[src/rtl/shift_seq_pkg.sv]
// Shared types and constants for the shift sequencer.
package shift_seq_pkg;

    // Controller states.
    typedef enum logic [1:0] {
        IDLE  = 2'd0,
        SHIFT = 2'd1,
        DONE  = 2'd2
    } state_e;

    // Encoding of the direction input.
    localparam logic DIR_RIGHT = 1'b0;
    localparam logic DIR_LEFT  = 1'b1;

    // Limits a requested shift count to the data width.
    // Shifting further than that would only produce zeros anyway.
    function automatic int unsigned clamp_amt(input int unsigned amt, input int unsigned width);
        return (amt > width) ? width : amt;
    endfunction

endpackage

[src/rtl/shift_stage.sv]
// Datapath register for the shift sequencer.
// Each cycle it does one of: parallel load, one-bit logical right shift,
// one-bit logical left shift, or hold. If more than one control is high,
// load wins over right, and right wins over left.
module shift_stage #(
    parameter int WIDTH = 5
) (
    input  logic             clk,
    input  logic             rst_n,
    input  logic             load_i,
    input  logic [WIDTH-1:0] load_data_i,
    input  logic             shr_i,
    input  logic             shl_i,
    output logic [WIDTH-1:0] data_o
);

    logic [WIDTH-1:0] data_q;
    logic [WIDTH-1:0] data_d;

    // Choose the next register value, highest-priority control first.
    always_comb begin
        data_d = data_q;
        if (load_i) begin
            data_d = load_data_i;
        end else if (shr_i) begin
            data_d = {1'b0, data_q[WIDTH-1:1]};
        end else if (shl_i) begin
            data_d = {data_q[WIDTH-2:0], 1'b0};
        end
    end

    // Register update; reset clears the contents.
    always_ff @(posedge clk or negedge rst_n) begin
        if (!rst_n) begin
            data_q <= '0;
        end else begin
            data_q <= data_d;
        end
    end

    assign data_o = data_q;

endmodule

[src/rtl/shift_sequencer.sv]
// Command/result wrapper around a one-bit-per-cycle shifter.
// It takes a command in IDLE and shifts the operand one bit per cycle until
// the count is used up. It then holds the result in DONE until that result
// is consumed, and counts every completed result handshake.
module shift_sequencer
    import shift_seq_pkg::*;
#(
    parameter int WIDTH = 5,
    parameter int AMT_W = 3
) (
    input  logic             clk,
    input  logic             rst_n,
    input  logic             clr,
    input  logic             cmd_valid,
    output logic             cmd_ready,
    input  logic [WIDTH-1:0] cmd_data,
    input  logic             cmd_dir,
    input  logic [AMT_W-1:0] cmd_amt,
    output logic             res_valid,
    input  logic             res_ready,
    output logic [WIDTH-1:0] res_data,
    output logic             busy,
    output logic [7:0]       done_cnt
);

    localparam int CNT_W = $clog2(WIDTH + 1);

    state_e           state_q, state_d;
    logic [CNT_W-1:0] cnt_q, cnt_d;
    logic             dir_q, dir_d;
    logic [7:0]       done_cnt_q, done_cnt_d;

    logic             load;
    logic             shr;
    logic             shl;
    logic [CNT_W-1:0] amt_clamped;

    assign amt_clamped = CNT_W'(clamp_amt(32'(cmd_amt), WIDTH));

    // Next-state logic and datapath controls. A flush overrides every handshake.
    always_comb begin
        state_d    = state_q;
        cnt_d      = cnt_q;
        dir_d      = dir_q;
        done_cnt_d = done_cnt_q;
        load       = 1'b0;
        shr        = 1'b0;
        shl        = 1'b0;
        if (clr) begin
            state_d = IDLE;
            cnt_d   = '0;
        end else begin
            case (state_q)
                IDLE: begin
                    if (cmd_valid) begin
                        load    = 1'b1;
                        dir_d   = cmd_dir;
                        cnt_d   = amt_clamped;
                        state_d = (amt_clamped != '0) ? SHIFT : DONE;
                    end
                end
                SHIFT: begin
                    shr   = (dir_q == DIR_RIGHT);
                    shl   = (dir_q == DIR_LEFT);
                    cnt_d = cnt_q - CNT_W'(1);
                    if (cnt_q <= CNT_W'(1)) begin
                        state_d = DONE;
                    end
                end
                DONE: begin
                    if (res_ready) begin
                        state_d    = IDLE;
                        done_cnt_d = done_cnt_q + 8'd1;
                    end
                end
                default: begin
                    state_d = IDLE;
                    cnt_d   = '0;
                end
            endcase
        end
    end

    // Control state registers.
    always_ff @(posedge clk or negedge rst_n) begin
        if (!rst_n) begin
            state_q    <= IDLE;
            cnt_q      <= '0;
            dir_q      <= DIR_RIGHT;
            done_cnt_q <= 8'd0;
        end else begin
            state_q    <= state_d;
            cnt_q      <= cnt_d;
            dir_q      <= dir_d;
            done_cnt_q <= done_cnt_d;
        end
    end

    shift_stage #(
        .WIDTH (WIDTH)
    ) u_stage (
        .clk         (clk),
        .rst_n       (rst_n),
        .load_i      (load),
        .load_data_i (cmd_data),
        .shr_i       (shr),
        .shl_i       (shl),
        .data_o      (res_data)
    );

    assign cmd_ready = (state_q == IDLE);
    assign res_valid = (state_q == DONE);
    assign busy      = (state_q != IDLE);
    assign done_cnt  = done_cnt_q;

endmodule
[config.mk]
export PLATFORM = sky130hd
export DESIGN_NAME = shift_sequencer
export DESIGN_NICKNAME = d
export VERILOG_FILES = /design/src/rtl/shift_seq_pkg.sv /design/src/rtl/shift_stage.sv /design/src/rtl/shift_sequencer.sv
export SDC_FILE = /design/constraint.sdc
export NUM_CORES = 1
export LEC_CHECK = 0
export ABC_CLOCK_PERIOD_IN_PS = 3600
export BUFFER_PORTS_ARGS = -buffer_cell sky130_fd_sc_hd__buf_2
export CORE_UTILIZATION = 43
export DETAILED_ROUTE_END_ITERATION = 10
export GPL_ROUTABILITY_DRIVEN = 0
export PLACE_DENSITY = 0.66
export RECOVER_POWER = 50
export SYNTH_ARGS = -nofsm -noshare
export SYNTH_HDL_FRONTEND = slang
export SYNTH_HIERARCHICAL = 1
export SYNTH_SLANG_ARGS = --single-unit
[constraint.sdc]
create_clock -name clk -period 3.6 [get_ports clk]
set_clock_uncertainty 0.15 [all_clocks]
set_input_delay 0 -clock clk [delete_from_list [all_inputs] [get_ports clk]]
set_output_delay 0 -clock clk [all_outputs]
set_load 0.01 [all_outputs]
Word-level counts from Yosys, hierarchy flattened
Cells that the tools add are included.

Magnitude comparators: 2. Add/subtract/negate cells: 2. Div/mod/pow operators: 0. Bitwise operators: 2. Muxes and demuxes: 20. Multiply operators: 0. Equality and inequality tests: 6. Reductions and logical operators: 8. Shifts and indexed selects: 0.

Operators by type and width (number): 2-to-1 mux 5 bit (3); 2-to-1 mux 2 bit (5); 2-to-1 mux 3 bit (3); one-hot mux 3 bit (3 select lines) (1); AND reduction 3 bit (3); adder 8 x 1 -> 8 bit (second input constant) (1); 2-to-1 mux 1 bit (7); != test 3 bit (second input constant) (2); one-hot mux 2 bit (3 select lines) (1); nonzero test 3 bit (2); greater-than comparator 3 bit (second input constant) (1); <= comparator 3 x 1 -> 1 bit (second input constant) (1); != test 3 x 2 -> 1 bit (second input constant) (1); subtractor 3 x 1 -> 3 bit (second input constant) (1); equality test 2 x 1 -> 1 bit (second input constant) (1); equality test 2 bit (second input constant) (1); logical NOT 2 bit (1); != test 2 bit (second input constant) (1); NOT 1 bit (2); AND reduction 2 bit (1); nonzero test 2 bit (1).

Bits in latches: 0. ROM bits: 0. Bits in writable memories: 0. Output and inout port bits: 16. Logic and storage cells: 45. Bits in registers: 19. Memories: 0. Bits of input ports: 14.

Logic depth before layout (Yosys ltp)
Gate-level depths: netlist of run 1.

Word-level depth: 7. Depth in mapped cells: 6. Mapped depth without buffers: 5.

Cells and area by module
Netlist of run 1, hierarchy kept.

Modules (own cells, without submodules): shift_sequencer (times used 1, area each 807.0 um^2, cells each 78, sequential area each 350.3 um^2); shift_stage (times used 1, area each 284.0 um^2, cells each 26, sequential area each 125.1 um^2).

Worst setup path after synthesis of run 1
OpenSTA, ideal clock, no wires.

Kind: register to register. From: reg state_q[1]. To: reg u_stage.data_q[4] (netlist: u_stage/data_o[4]). Data required time: 3.329 ns. Period minus slack after synthesis: 1.682 ns. Arrival time: 1.411 ns. Cell stages (with the launch flop): 7. Path slack: 1.918 ns. Path through: dfrtp_1 -> buf_4 -> nor2_1 -> and3_1 -> buf_6 -> mux2_4 -> a22o_1.

RTL lines: start, declared (RTL line shift_sequencer.sv:28) `state_e state_q, state_d;`; start signal, assigned (RTL line shift_sequencer.sv:92) `state_q <= state_d;`; equality test 2 x 1 -> 1 bit (RTL line shift_sequencer.sv:53) `case (state_q)`; 2-to-1 mux 1 bit (RTL line shift_sequencer.sv:53); 2-to-1 mux 1 bit (RTL line shift_sequencer.sv:49) `if (clr) begin`; net shl (RTL line shift_sequencer.sv:35) `logic shl;`; nonzero test 3 bit (no line); end signal, assigned (RTL line shift_stage.sv:37) `data_q <= data_d;`; end, declared (RTL line shift_stage.sv:17) `logic [WIDTH-1:0] data_q;`.

The timed path passes the listed nets, and every way through them passes these cells. A chain may end at the register's enable or synchronous reset.

Worst setup path in the final report of run 1
From: reg state_q[1]. To: reg u_stage.data_q[3] (netlist: u_stage/data_o[3]).

RTL lines: logical NOT 2 bit * (RTL line shift_sequencer.sv:53); 2-to-1 mux 1 bit * (RTL line shift_sequencer.sv:53); 2-to-1 mux 1 bit * (RTL line shift_sequencer.sv:49); net load (RTL line shift_sequencer.sv:33) `logic load;`; nonzero test 3 bit (no line) or 2-to-1 mux 5 bit (tied branches).

The timed path passes the listed nets; every way through them passes the cells marked *.

==> out/qor_table.md, run 1 <==
| Item | Value | Unit |
|:---|:---|:---|
| Status | completed | - |
| Dominant delay contributor by cell family on the critical path | simple AND/OR/NAND/NOR gates | - |
| Std-Cell Rows | 17 | - |
| Post-route DRC violation count | 0 | - |
| Largest family of logic cells by synthesized area | simple AND/OR/NAND/NOR gates | - |
| HPWL after DPL | 1630 | microns |
| Complex-gate fraction of the synthesized area | 12.8 | % |
| Post-CTS repair timing setup buffer count | 0 | - |
| Nature of the critical path endpoint | flop | - |
| Starting density of the core | 47.5 | % |
| Final worst slack | 1360 | ps |
| Diodes inserted | 0 | - |
| Normalized max-slew margin | 31.0 | % |
| Remaining global-route overflow | 0 | - |
| Most area-consuming cells after synthesis | sky130_fd_sc_hd__dfrtp_1 (44%), sky130_fd_sc_hd__ha_1 (3.4%), sky130_fd_sc_hd__xnor2_1 (3.2%), sky130_fd_sc_hd__xor2_1 (3.2%), sky130_fd_sc_hd__inv_1 (3.1%) | - |
| Total detailed-routing wirelength | 2310 | microns |
| Internal power | 0.398 | mW |
| Worst supply voltage drop on vdd | 0.356 | mV |
| Proportion of power drawn by flip-flops and latches | 49.8 | % |
| Final setup violating endpoints | 0 | - |
| Basic-gate share of the synthesized area counting and, or, nand and nor cells | 22.8 | % |
| Leading register cell type out of synthesis | sky130_fd_sc_hd__dfrtp_1 | - |
| Worst path bufs/invs | 0 | - |
| Finished Core Util | 61.8 | % |
| Slowest cell delay on critical path | 890 | ps |
| Area share of the largest cell type after synthesis | 43.6 | % |
| Kind of start point of the critical path | flop | - |
| Yosys warnings | 6 | - |
| Drt via density | 5.20 | - |
| Worst Path Class, Setup | flop to flop | - |
| First-pass iteration count of the detailed router | 4 | - |
| Synth Register Bits | 19 | - |
| Max Buffers Root-to-Sink | 2 | - |
| Crit path launch | state_q[1] | - |
| Hold-fix buffers at CTS | 16 | - |
| Proportion of synthesized area in mux cells | 5.16 | % |
| Layout Nets | 167 | - |
| Antenna violations before repair | 0 | - |
| Adder and majority gate portion of the synthesized area | 3.44 | % |
| Routed via count | 921 | - |
| Most area-hungry cell type in the Yosys netlist | sky130_fd_sc_hd__dfrtp_1 | - |
| Worst EP required | 3660 | ps |
| Source-to-sink clock delay at the later pin of the worst-skew pair | 300 | ps |
| Post-synthesis area per instance | 10.5 | sq um |
| Clk Tree Root Cell | sky130_fd_sc_hd__clkbuf_4 | - |
| Total power density per cell area | 430 | mW/mm^2 |
| Critical Path End | u_stage/data_o[3] | - |
| Clock slew seen by the registers of the worst setup and hold paths | 110 | ps |
| Share of final-layout standard cells stronger than drive strength 1 | 19.5 | % |
| Htree depth | 1 | - |
| Number of port buffers | 29 | - |
| Max Slew Vio Count | 0 | - |
| Path depth of the worst reg2reg path | 3 | - |
| Post-synthesis share of cell area spent on xor and xnor gates | 6.42 | % |
| Clk sinks | 19 | - |
| Number of stages on the worst setup path | 3 | - |
| Final total negative setup slack | 0 | ps |
| Comb pwr share | 32.0 | % |
| Count of boundary I/O pins | 30 | - |
| Max Freq | 445 | MHz |
| TritonCTS clock tree | done | - |
| Routed wirelength normalized by instance count | 13.0 | microns |
| Largest net degree at the start of global routing | 20 | - |
| Least-Margin Pin Slew | 1030 | ps |
| Sw Share | 34.7 | % |
| Count of flip-flops with a built-in enable after synthesis | 0 | - |
| Worst setup slack for register-to-register paths | 1360 | ps |
| Crit share post-route | 62.4 | % |
| RSZ-0062 raised after global routing | false | - |
| Maximum Capacitance Violations | 0 | - |
| Count of antenna-violating nets left after detailed routing | 0 | - |
| DRT iter0 DRCs | 21 | - |
| Hold violation count in the final report | 0 | - |
| Crit path time final | 2240 | ps |
| Leading cell types in the layout, fill and taps excluded | sky130_fd_sc_hd__buf_2 (20), sky130_fd_sc_hd__dfrtp_1 (19), sky130_fd_sc_hd__dlygate4sd3_1 (16) | - |
| Die Footprint | 0.00274 | sq mm |
| Die Ht | 52.4 | microns |
| Most common cell after layout, fill and taps aside | sky130_fd_sc_hd__buf_2 | - |
| Wire length of the first global-routing pass | 3950 | microns |
| Switching power total | 0.212 | mW |
| Horizontal die dimension | 52.4 | microns |
| Seq/Total Area, Yosys | 43.6 | % |
| Vias in the first global route | 907 | - |
| Synthesized Nets | 121 | - |
| Core outline area | 0.00230 | sq mm |
| Worst R2R End | u_stage/data_o[3] | - |
| Arrival time at the worst endpoint | 2300 | ps |
| Number of gates given a new drive strength after cts | 0 | - |
| Placement-stage worst setup slack | 1470 | ps |
| Type of the most critical hold path | input port to flop | - |
| Overall Global Routing Usage | 20.2 | % |
| Critical-path top delay cell | sky130_fd_sc_hd__nor4b_2 | - |
| Share of total power in the clock network | 18.1 | % |
| Ordered list of cells on the worst path | nor4b_2 > nor2_1 > a221oi_1 | - |
| Count of unique library cells instantiated by Yosys | 38 | - |
| Syn-to-layout area delta | 30.0 | % |
| Share of synthesized registers carrying an async set or reset | 100 | % |
| Worst reg2reg path startpoint | state_q[1] | - |
| Synthesized cell area | 0.00109 | sq mm |
| Leakage power total | 0.669 | nW |
| Total clock buffers created by CTS | 3 | - |
| CP Max Fanout | 12 | - |
| Post-Syn Instances | 104 | - |
[state kept, by name, summed over array words and instances, names as in the netlist]
name,flops
dir_q,1
state_q,2
cnt_q,3
done_cnt,8
u_stage/data_o,5
[synth_stat cells (2+ instances only)]
| cell | n |
|---|---|
| sky130_fd_sc_hd__a21oi_1 | 5 |
| sky130_fd_sc_hd__a221oi_1 | 3 |
| sky130_fd_sc_hd__a32oi_1 | 2 |
| sky130_fd_sc_hd__and3_1 | 2 |
| sky130_fd_sc_hd__buf_2 | 2 |
| sky130_fd_sc_hd__dfrtp_1 | 19 |
| sky130_fd_sc_hd__ha_1 | 3 |
| sky130_fd_sc_hd__inv_1 | 9 |
| sky130_fd_sc_hd__mux2i_1 | 3 |
| sky130_fd_sc_hd__nand2_1 | 6 |
| sky130_fd_sc_hd__nand2b_1 | 2 |
| sky130_fd_sc_hd__nand3_1 | 2 |
| sky130_fd_sc_hd__nand4_1 | 3 |
| sky130_fd_sc_hd__nor2_1 | 5 |
| sky130_fd_sc_hd__nor2b_1 | 5 |
| sky130_fd_sc_hd__nor3_1 | 3 |
| sky130_fd_sc_hd__nor3b_1 | 3 |
| sky130_fd_sc_hd__xnor2_1 | 4 |
| sky130_fd_sc_hd__xor2_1 | 4 |
[worst min-delay path: stages]
cell	delay (ps)
sky130_fd_sc_hd__buf_2	100
sky130_fd_sc_hd__nor3_1	60
sky130_fd_sc_hd__nand2b_1	140
sky130_fd_sc_hd__a21boi_1	170
[routing by layer]
layer | vias up | track usage (%) | part of all wire, %
met1 | 431 | 26.1 | 48
met3 | 5 | 2.61 | 4.1
met2 | 24 | 32.5 | 45
met4 | 0 | 10.5 | 2.0
met5 | - | 0 | 0
li1 | 461 | - | -
[layout make-up]
type | instances | area, sq um
fill | 204 | 878
multi-input combinational | 72 | 553
sequential | 19 | 475
timing repair buffer | 45 | 294
tap | 28 | 35.0
inverter | 9 | 33.8
clock buffer | 3 | 22.5
clock inverter | 1 | 5.00
[power by group through the flow]
stage	clock network [mW]	registers, mW	logic (mW)
floorplan	0	0.310	0.108
global placement	0	0.305	0.179
detailed placement	0	0.307	0.183
CTS	0.118	0.303	0.202
global route	0.126	0.310	0.220
finish	0.111	0.304	0.195
[worst min path at each step]
| stage | start | endpoint | slack (ps) | cells past startpoint |
|---|---|---|---|---|
| final | cmd_amt[1] | state_q[0] | 60 | 4 |
| after global routing | cmd_amt[1] | state_q[0] | 90 | 4 |
| after CTS | rst_n | done_cnt[3] | 2 | 2 |
| after detailed placement | rst_n | done_cnt[7] | -180 | 1 |
| after global placement | rst_n | done_cnt[7] | -180 | 1 |
| after floorplan | rst_n | cnt_q[0] | -450 | 0 |
[stage by stage]
step	hold slack (ps)	cell area, sq um	total power, mW	std cells
floorplan	-446	1090	0.418	104
global placement	-184	1240	0.485	157
detailed placement	-180	1240	0.490	157
CTS	1.97	1430	0.622	177
global route	88.2	1420	0.655	177
finish	59.1	1420	0.610	177
[cells by family after synthesis]
group,Yosys count
simple gates,37
compound gates,19
flops,19
buf+inv,13
xor+xnor,8
mux,5
fa+ha+maj,3
(Power assumes the default switching activity.)
==> run 2: changes to the inputs <==
- ABC_CLOCK_PERIOD_IN_PS: 3600 -> 2000
- PLACE_DENSITY: 0.66 -> 0.68
- clock period: 3.6 -> 2 ns (I/O delays scaled with it)
==> run 2 against run 1 <==
Net effect:
- maximum frequency up 21%
- non-clock buffer count up 1
- clock-buffer cell count up 1
- final cell count up 0.56%
- global-route usage down 1.0 points
- sequential share of layout area down 0.23 points
==> out/qor_table.md, run 2 (synthesis gave the netlist of run 1 again) <==
| Item | Value | Unit | Delta |
|:---|:---|:---|:---|
| Post-detailed-placement cell area | 0.00126 | sq mm | +1.2% |
| Vias in the first global route | 900 | - | -0.77% |
| Worst supply voltage drop on vdd | 0.502 | mV | +41% |
| Clock slew seen by the registers of the worst setup and hold paths | 100 | ps | about the same |
| Overall Global Routing Usage | 19.2 | % | -1.0 points |
| Count of antenna-violating nets left after detailed routing | 0 | - | unchanged |
| Worst setup slack for register-to-register paths | 140 | ps | -1220 ps |
| Htree depth | 1 | - | unchanged |
| Die Ht | 52.4 | microns | unchanged |
| Path depth of the worst reg2reg path | 4 | - | +1 |
| Final total negative setup slack | 0 | ps | unchanged |
| Total detailed-routing wirelength | 2300 | microns | -0.26% |
| Number of flip-flops in the largest register | 8 | - | unchanged |
| Clk Tree Root Cell | sky130_fd_sc_hd__clkbuf_4 | - |  |
| Maximum Capacitance Violations | 0 | - | unchanged |
| Status | completed | - |  |
| DRT iter0 DRCs | 12 | - | -43% |
| Source-to-sink clock delay at the later pin of the worst-skew pair | 280 | ps | -20 ps |
| Wire length of the first global-routing pass | 3820 | microns | -3.3% |
| Antenna violations before repair | 0 | - | unchanged |
| Crit path launch | state_q[0] | - |  |
| Normalized max-slew margin | 29.9 | % | -1.2 points |
| Most common cell after layout, fill and taps aside | sky130_fd_sc_hd__buf_2 | - |  |
| Starting density of the core | 47.5 | % | unchanged |
| Core outline area | 0.00230 | sq mm | unchanged |
| Nature of the critical path endpoint | flop | - |  |
| Routed wirelength normalized by instance count | 12.9 | microns | -0.82% |
| Count of boundary I/O pins | 30 | - | unchanged |
| Crit share post-route | 93.0 | % | +31 points |
| Routed via count | 922 | - | +0.11% |
| Drt via density | 5.18 | - | -0.45% |
| Horizontal die dimension | 52.4 | microns | unchanged |
| Worst EP required | 2080 | ps | -1580 ps |
| Kind of start point of the critical path | flop | - |  |
| Share of final-layout standard cells stronger than drive strength 1 | 20.7 | % | +1.2 points |
| RSZ-0062 raised after global routing | false | - |  |
| Worst Hold Path Cells | 4 | - | unchanged |
| Critical Path End | cnt_q[1] | - |  |
| Std-Cell Rows | 17 | - | unchanged |
| Least-Margin Pin Slew | 1050 | ps | +17.4 ps |
| Post-route DRC violation count | 0 | - | unchanged |
| Clk sinks | 19 | - | unchanged |
| Worst Path Class, Setup | flop to flop | - |  |
| Type of the most critical hold path | input port to flop | - |  |
| Layout Nets | 168 | - | +0.60% |
| Diodes inserted | 0 | - | unchanged |
| Arrival time at the worst endpoint | 1940 | ps | -360 ps |
| TritonCTS clock tree | done | - |  |
| Crit path time final | 1860 | ps | -384 ps |
| Final setup violating endpoints | 0 | - | unchanged |
| Largest net degree at the start of global routing | 20 | - | unchanged |
| Worst R2R End | cnt_q[1] | - |  |
| Post-CTS repair timing setup buffer count | 0 | - | unchanged |
| First-pass iteration count of the detailed router | 4 | - | unchanged |
| Leakage power total | 0.672 | nW | +0.35% |
| Max Slew Vio Count | 0 | - | unchanged |
| Leading cell types in the layout, fill and taps excluded | sky130_fd_sc_hd__buf_2 (20), sky130_fd_sc_hd__dfrtp_1 (19), sky130_fd_sc_hd__dlygate4sd3_1 (15) | - |  |
| Total clock buffers created by CTS | 3 | - | unchanged |
| Max Freq | 537 | MHz | +21% |
| Syn-to-layout area delta | 31.0 | % |  |
| HPWL after DPL | 1660 | microns | +2.2% |
| Worst reg2reg path startpoint | state_q[0] | - |  |
| Remaining global-route overflow | 0 | - | unchanged |
| Number of port buffers | 29 | - | unchanged |
| CP Max Fanout | 14 | - | +2 |
| Die Footprint | 0.00274 | sq mm | unchanged |
| Post-route cell area | 0.00143 | sq mm | +0.71% |
| Max Buffers Root-to-Sink | 2 | - | unchanged |
| Hold violation count in the final report | 0 | - | unchanged |
| Total power density per cell area | 760 | mW/mm^2 | +77% |
==> run 2: cell count changes in the layout (fill, tap and decap cells not counted) <==
cell | before | now
sky130_fd_sc_hd__buf_4 | 0 | 2
sky130_fd_sc_hd__clkbuf_1 | 9 | 10
sky130_fd_sc_hd__clkinv_2 | 1 | 0
sky130_fd_sc_hd__dlygate4sd3_1 | 16 | 15
sky130_fd_sc_hd__nor4bb_1 | 1 | 0
sky130_fd_sc_hd__nor4bb_2 | 0 | 1
==> run 2: worst min path at each step <==
stage,from,to,slack (ps)
global placement,rst_n,done_cnt[7],-190
CTS,cmd_amt[1],state_q[0],20
detailed placement,rst_n,done_cnt[7],-180
finish,cmd_amt[1],state_q[0],40
global route,cmd_amt[1],state_q[0],30
floorplan,rst_n,cnt_q[0],-450
==> run 2: layer usage <==
| layer | vias up | part of all wire, % | track usage [%] |
|---|---|---|---|
| met3 | 4 | 3.8 | 3.77 |
| met4 | 0 | 1.1 | 7.89 |
| met2 | 24 | 46 | 32.1 |
| met1 | 431 | 49 | 23.8 |
| li1 | 463 | - | - |
| met5 | - | 0 | 0 |
==> run 2: cell type report <==
cell class | count | area, sq um
well taps | 28 | 35.0
repair buffers | 46 | 299
clock buffers | 4 | 26.3
multi-input cells | 72 | 559
inverters | 9 | 33.8
fillers | 194 | 868
flip-flops and latches | 19 | 475
==> run 2: power by group <==
part           internal [mW]  total [mW]  switching (mW)
registers              0.459       0.543          0.0840
clock network         0.0774       0.188           0.111
logic                  0.184       0.355           0.171
==> run 2: worst max-delay path, cell delays in order, from the launching register on <==
cell	delay, ps
sky130_fd_sc_hd__dfrtp_1	530
sky130_fd_sc_hd__nor4bb_2	320
sky130_fd_sc_hd__o21bai_1	110
sky130_fd_sc_hd__a21oi_1	140
sky130_fd_sc_hd__dlygate4sd3_1	550
==> run 2: stage by stage <==
stage / instances / setup slack (ps) / util, % / hold slack, ps / power (mW)
6_report: 178 / 139 / 62.2 / 37.0 / 1.09
5_1_grt: 178 / 32.6 / 62.2 / 31.1 / 1.17
4_1_cts: 178 / 121 / 62.4 / 20.2 / 1.11
3_5_place_dp: 159 / 274 / 54.7 / -180 / 0.889
3_3_place_gp: 159 / 342 / 54.7 / -186 / 0.880
2_1_floorplan: 104 / 318 / - / -446 / 0.753
==> run 2: repair_timing <==
action / 4_1_cts / 5_1_grt
gates resized for setup: 0 / 1
setup endpoints to repair: 0 / 1
hold endpoints to repair: 32 / 0
hold buffers: 15 / 0
==> run 3: changes to the inputs <==
- CELL_PAD_IN_SITES_DETAIL_PLACEMENT: unset -> 0
- CELL_PAD_IN_SITES_GLOBAL_PLACEMENT: unset -> 1
- CORE_UTILIZATION: 43 -> 35
- PLACE_DENSITY: 0.68 -> 0.72
==> run 3 against run 2 <==
Net effect:
- the run now ends with design-rule violations left
- non-clock buffer count did not move
- sequential power barely moved
- setup slack got worse by 43 ps
- combinational power barely moved
- register-to-register slack got worse by 40 ps
- wire length rose by 4.7%
- flip-flop and latch count did not move
- clock power rose by 3%
- via count did not move
- critical path depth rose by 2
- critical endpoint unchanged
- highest routed layer unchanged
==> out/qor_table.md, run 3 (synthesis gave the netlist of run 1 again) <==
| Item | Value | Unit | Delta |
|:---|:---|:---|:---|
| Status | finished with violations | - |  |
| Violations in the final reports | design-rule violations | - |  |
| Finished Core Util | 50.3 | % | -12 points |
| Largest net degree at the start of global routing | 20 | - | unchanged |
| Htree depth | 1 | - | unchanged |
| Final total negative setup slack | 0 | ps | unchanged |
| Std-Cell Rows | 19 | - | +2 |
| Crit path launch | cnt_q[0] | - |  |
| Post-detailed-placement cell area | 0.00126 | sq mm | +0.30% |
| Hold violation count in the final report | 0 | - | unchanged |
| Post-route cell area | 0.00144 | sq mm | +0.44% |
| Slowest cell delay on critical path | 580 | ps | +30 ps |
| Nature of the critical path endpoint | flop | - |  |
| Source-to-sink clock delay at the later pin of the worst-skew pair | 300 | ps | +20 ps |
| Total power density per cell area | 763 | mW/mm^2 | +0.43% |
| Total detailed-routing wirelength | 2410 | microns | +4.7% |
| Crit path time final | 1900 | ps | +43.2 ps |
| Routed via count | 922 | - | unchanged |
| DRT iter0 DRCs | 33 | - | +21 |
| Origin of the worst min-delay path | cmd_amt[1] | - |  |
| Worst Path Class, Setup | flop to flop | - |  |
| Arrival time at the worst endpoint | 1980 | ps | +40 ps |
| Leading cell types in the layout, fill and taps excluded | sky130_fd_sc_hd__buf_2 (20), sky130_fd_sc_hd__dfrtp_1 (17), sky130_fd_sc_hd__dlygate4sd3_1 (15) | - |  |
| Layout Nets | 168 | - | unchanged |
| Number of port buffers | 29 | - | unchanged |
| Remaining global-route overflow | 0 | - | unchanged |
| Horizontal die dimension | 57.8 | microns | +10% |
| Critical-path top delay cell | sky130_fd_sc_hd__dlygate4sd3_1 | - |  |
| Least-Margin Pin Slew | 1070 | ps | +17.8 ps |
| Worst EP required | 2080 | ps | about the same |
| Worst path bufs/invs | 2 | - | +1 |
| Die Footprint | 0.00334 | sq mm | +22% |
| Number of flip-flops in the largest register | 8 | - | unchanged |
| Type of the most critical hold path | input port to flop | - |  |
| Most common cell after layout, fill and taps aside | sky130_fd_sc_hd__buf_2 | - |  |
| Clk Tree Root Cell | sky130_fd_sc_hd__clkbuf_4 | - |  |
| Core outline area | 0.00285 | sq mm | +24% |
| Maximum Capacitance Violations | 0 | - | unchanged |
| Count of filler cells inserted in the layout | 287 | - | +48% |
| Max Freq | 525 | MHz | -2.3% |
| Max Slew Vio Count | 0 | - | unchanged |
| Die Ht | 57.8 | microns | +10% |
| Sequential cell area | 478 | sq um | +0.53% |
| Leakage power total | 0.668 | nW | -0.50% |
| CP Max Fanout | 5 | - | -9 |
| TritonCTS clock tree | done | - |  |
| Total clock buffers created by CTS | 3 | - | unchanged |
| Starting density of the core | 38.2 | % | -9.2 points |
| First-pass iteration count of the detailed router | 7 | - | +3 |
| Clock slew seen by the registers of the worst setup and hold paths | 100 | ps | about the same |
| Worst reg2reg path startpoint | cnt_q[0] | - |  |
| HPWL after DPL | 1680 | microns | +0.87% |
| Worst supply voltage drop on vdd | 0.460 | mV | -8.4% |
| Post-route DRC violation count | 4 | - | +4 |
| Count of boundary I/O pins | 30 | - | unchanged |
| Share of final-layout standard cells stronger than drive strength 1 | 22.0 | % | +1.3 points |
| Max Buffers Root-to-Sink | 2 | - | unchanged |
| Drt via density | 5.09 | - | -1.7% |
| Routed wirelength normalized by instance count | 13.3 | microns | +2.9% |
| Normalized max-slew margin | 28.7 | % | -1.2 points |
| Ordered list of cells on the worst path | inv_1 > ha_1 > nor2b_1 > o21bai_1 > a21oi_1 > dlygate4sd3_1 | - |  |
| Kind of start point of the critical path | flop | - |  |
| Wire length of the first global-routing pass | 3880 | microns | +1.6% |
| Dominant delay contributor by cell family on the critical path | buffers and inverters | - |  |
| Clk sinks | 19 | - | unchanged |
| Antenna violations before repair | 0 | - | unchanged |
| Diodes inserted | 0 | - | unchanged |
| Syn-to-layout area delta | 31.5 | % |  |
| Overall power of the completed layout | 1.10 | mW | +0.87% |
| Overall Global Routing Usage | 15.5 | % | -3.7 points |
| RSZ-0062 raised after global routing | false | - |  |
| Vias in the first global route | 830 | - | -7.8% |
| Count of antenna-violating nets left after detailed routing | 0 | - | unchanged |
| Crit share post-route | 95.2 | % | +2.2 points |
| Final setup violating endpoints | 0 | - | unchanged |
| Area of the multi-input gates | 559 | sq um | unchanged |
## run 3: cell counts in the layout (fill, tap and decap cells not counted)
No cell type changed its count.
## run 3: per-stage QoR
stage,worst slack (ps),std cells,hold slack [ps]
5_1_grt,13.0,181,76.1
6_report,96.1,181,39.3
3_3_place_gp,330,162,-182
3_5_place_dp,271,162,-180
2_1_floorplan,318,104,-446
4_1_cts,94.2,181,16.3
## run 3: repair_timing
action                                  CTS  global route
hold buffers                             15             0
resized for setup                         0             3
endpoints found under the hold margin    32             0
endpoints found under the setup margin    0             1
setup buffers                             0             0
## run 3: worst paths after layout
kind                            cells past startpoint     endpoint  slack (ps)
worst min register to register                      1  done_cnt[7]         360
worst max register to register                      6     cnt_q[1]         100
max in group asynchronous                           2     cnt_q[0]         730
worst min-delay path                                4   state_q[0]          40
min in group asynchronous                           2  done_cnt[3]         250
worst max-delay path                                6     cnt_q[1]         100
## run 3: power by group
part / internal [mW] / leakage, nW / switching, mW
clock network: 0.0776 / 0.0150 / 0.116
logic: 0.184 / 0.412 / 0.173
registers: 0.460 / 0.241 / 0.0842
## run 3: area by class of cell
class	count	area share, %
multi-input cells	72	39.0
clock buffers	4	1.83
inverters	9	2.35
flip-flops and latches	19	33.3
repair buffers	46	20.8
well taps	31	2.70
## run 3: worst register-to-register path, cell delays in order, from the launching register on
cell and delay [ps]:
sky130_fd_sc_hd__dfrtp_2 410, sky130_fd_sc_hd__inv_1 50, sky130_fd_sc_hd__ha_1 290, sky130_fd_sc_hd__nor2b_1 120, sky130_fd_sc_hd__o21bai_1 70, sky130_fd_sc_hd__a21oi_1 160, sky130_fd_sc_hd__dlygate4sd3_1 580
## run 3: metal layers
metal	vias up	global-route usage (%)	share of wire (%)
li1	465	-	-
met1	433	23.1	50
met2	22	22.7	45
met3	2	2.01	4.2
met4	0	6.12	0.91
met5	-	0	0
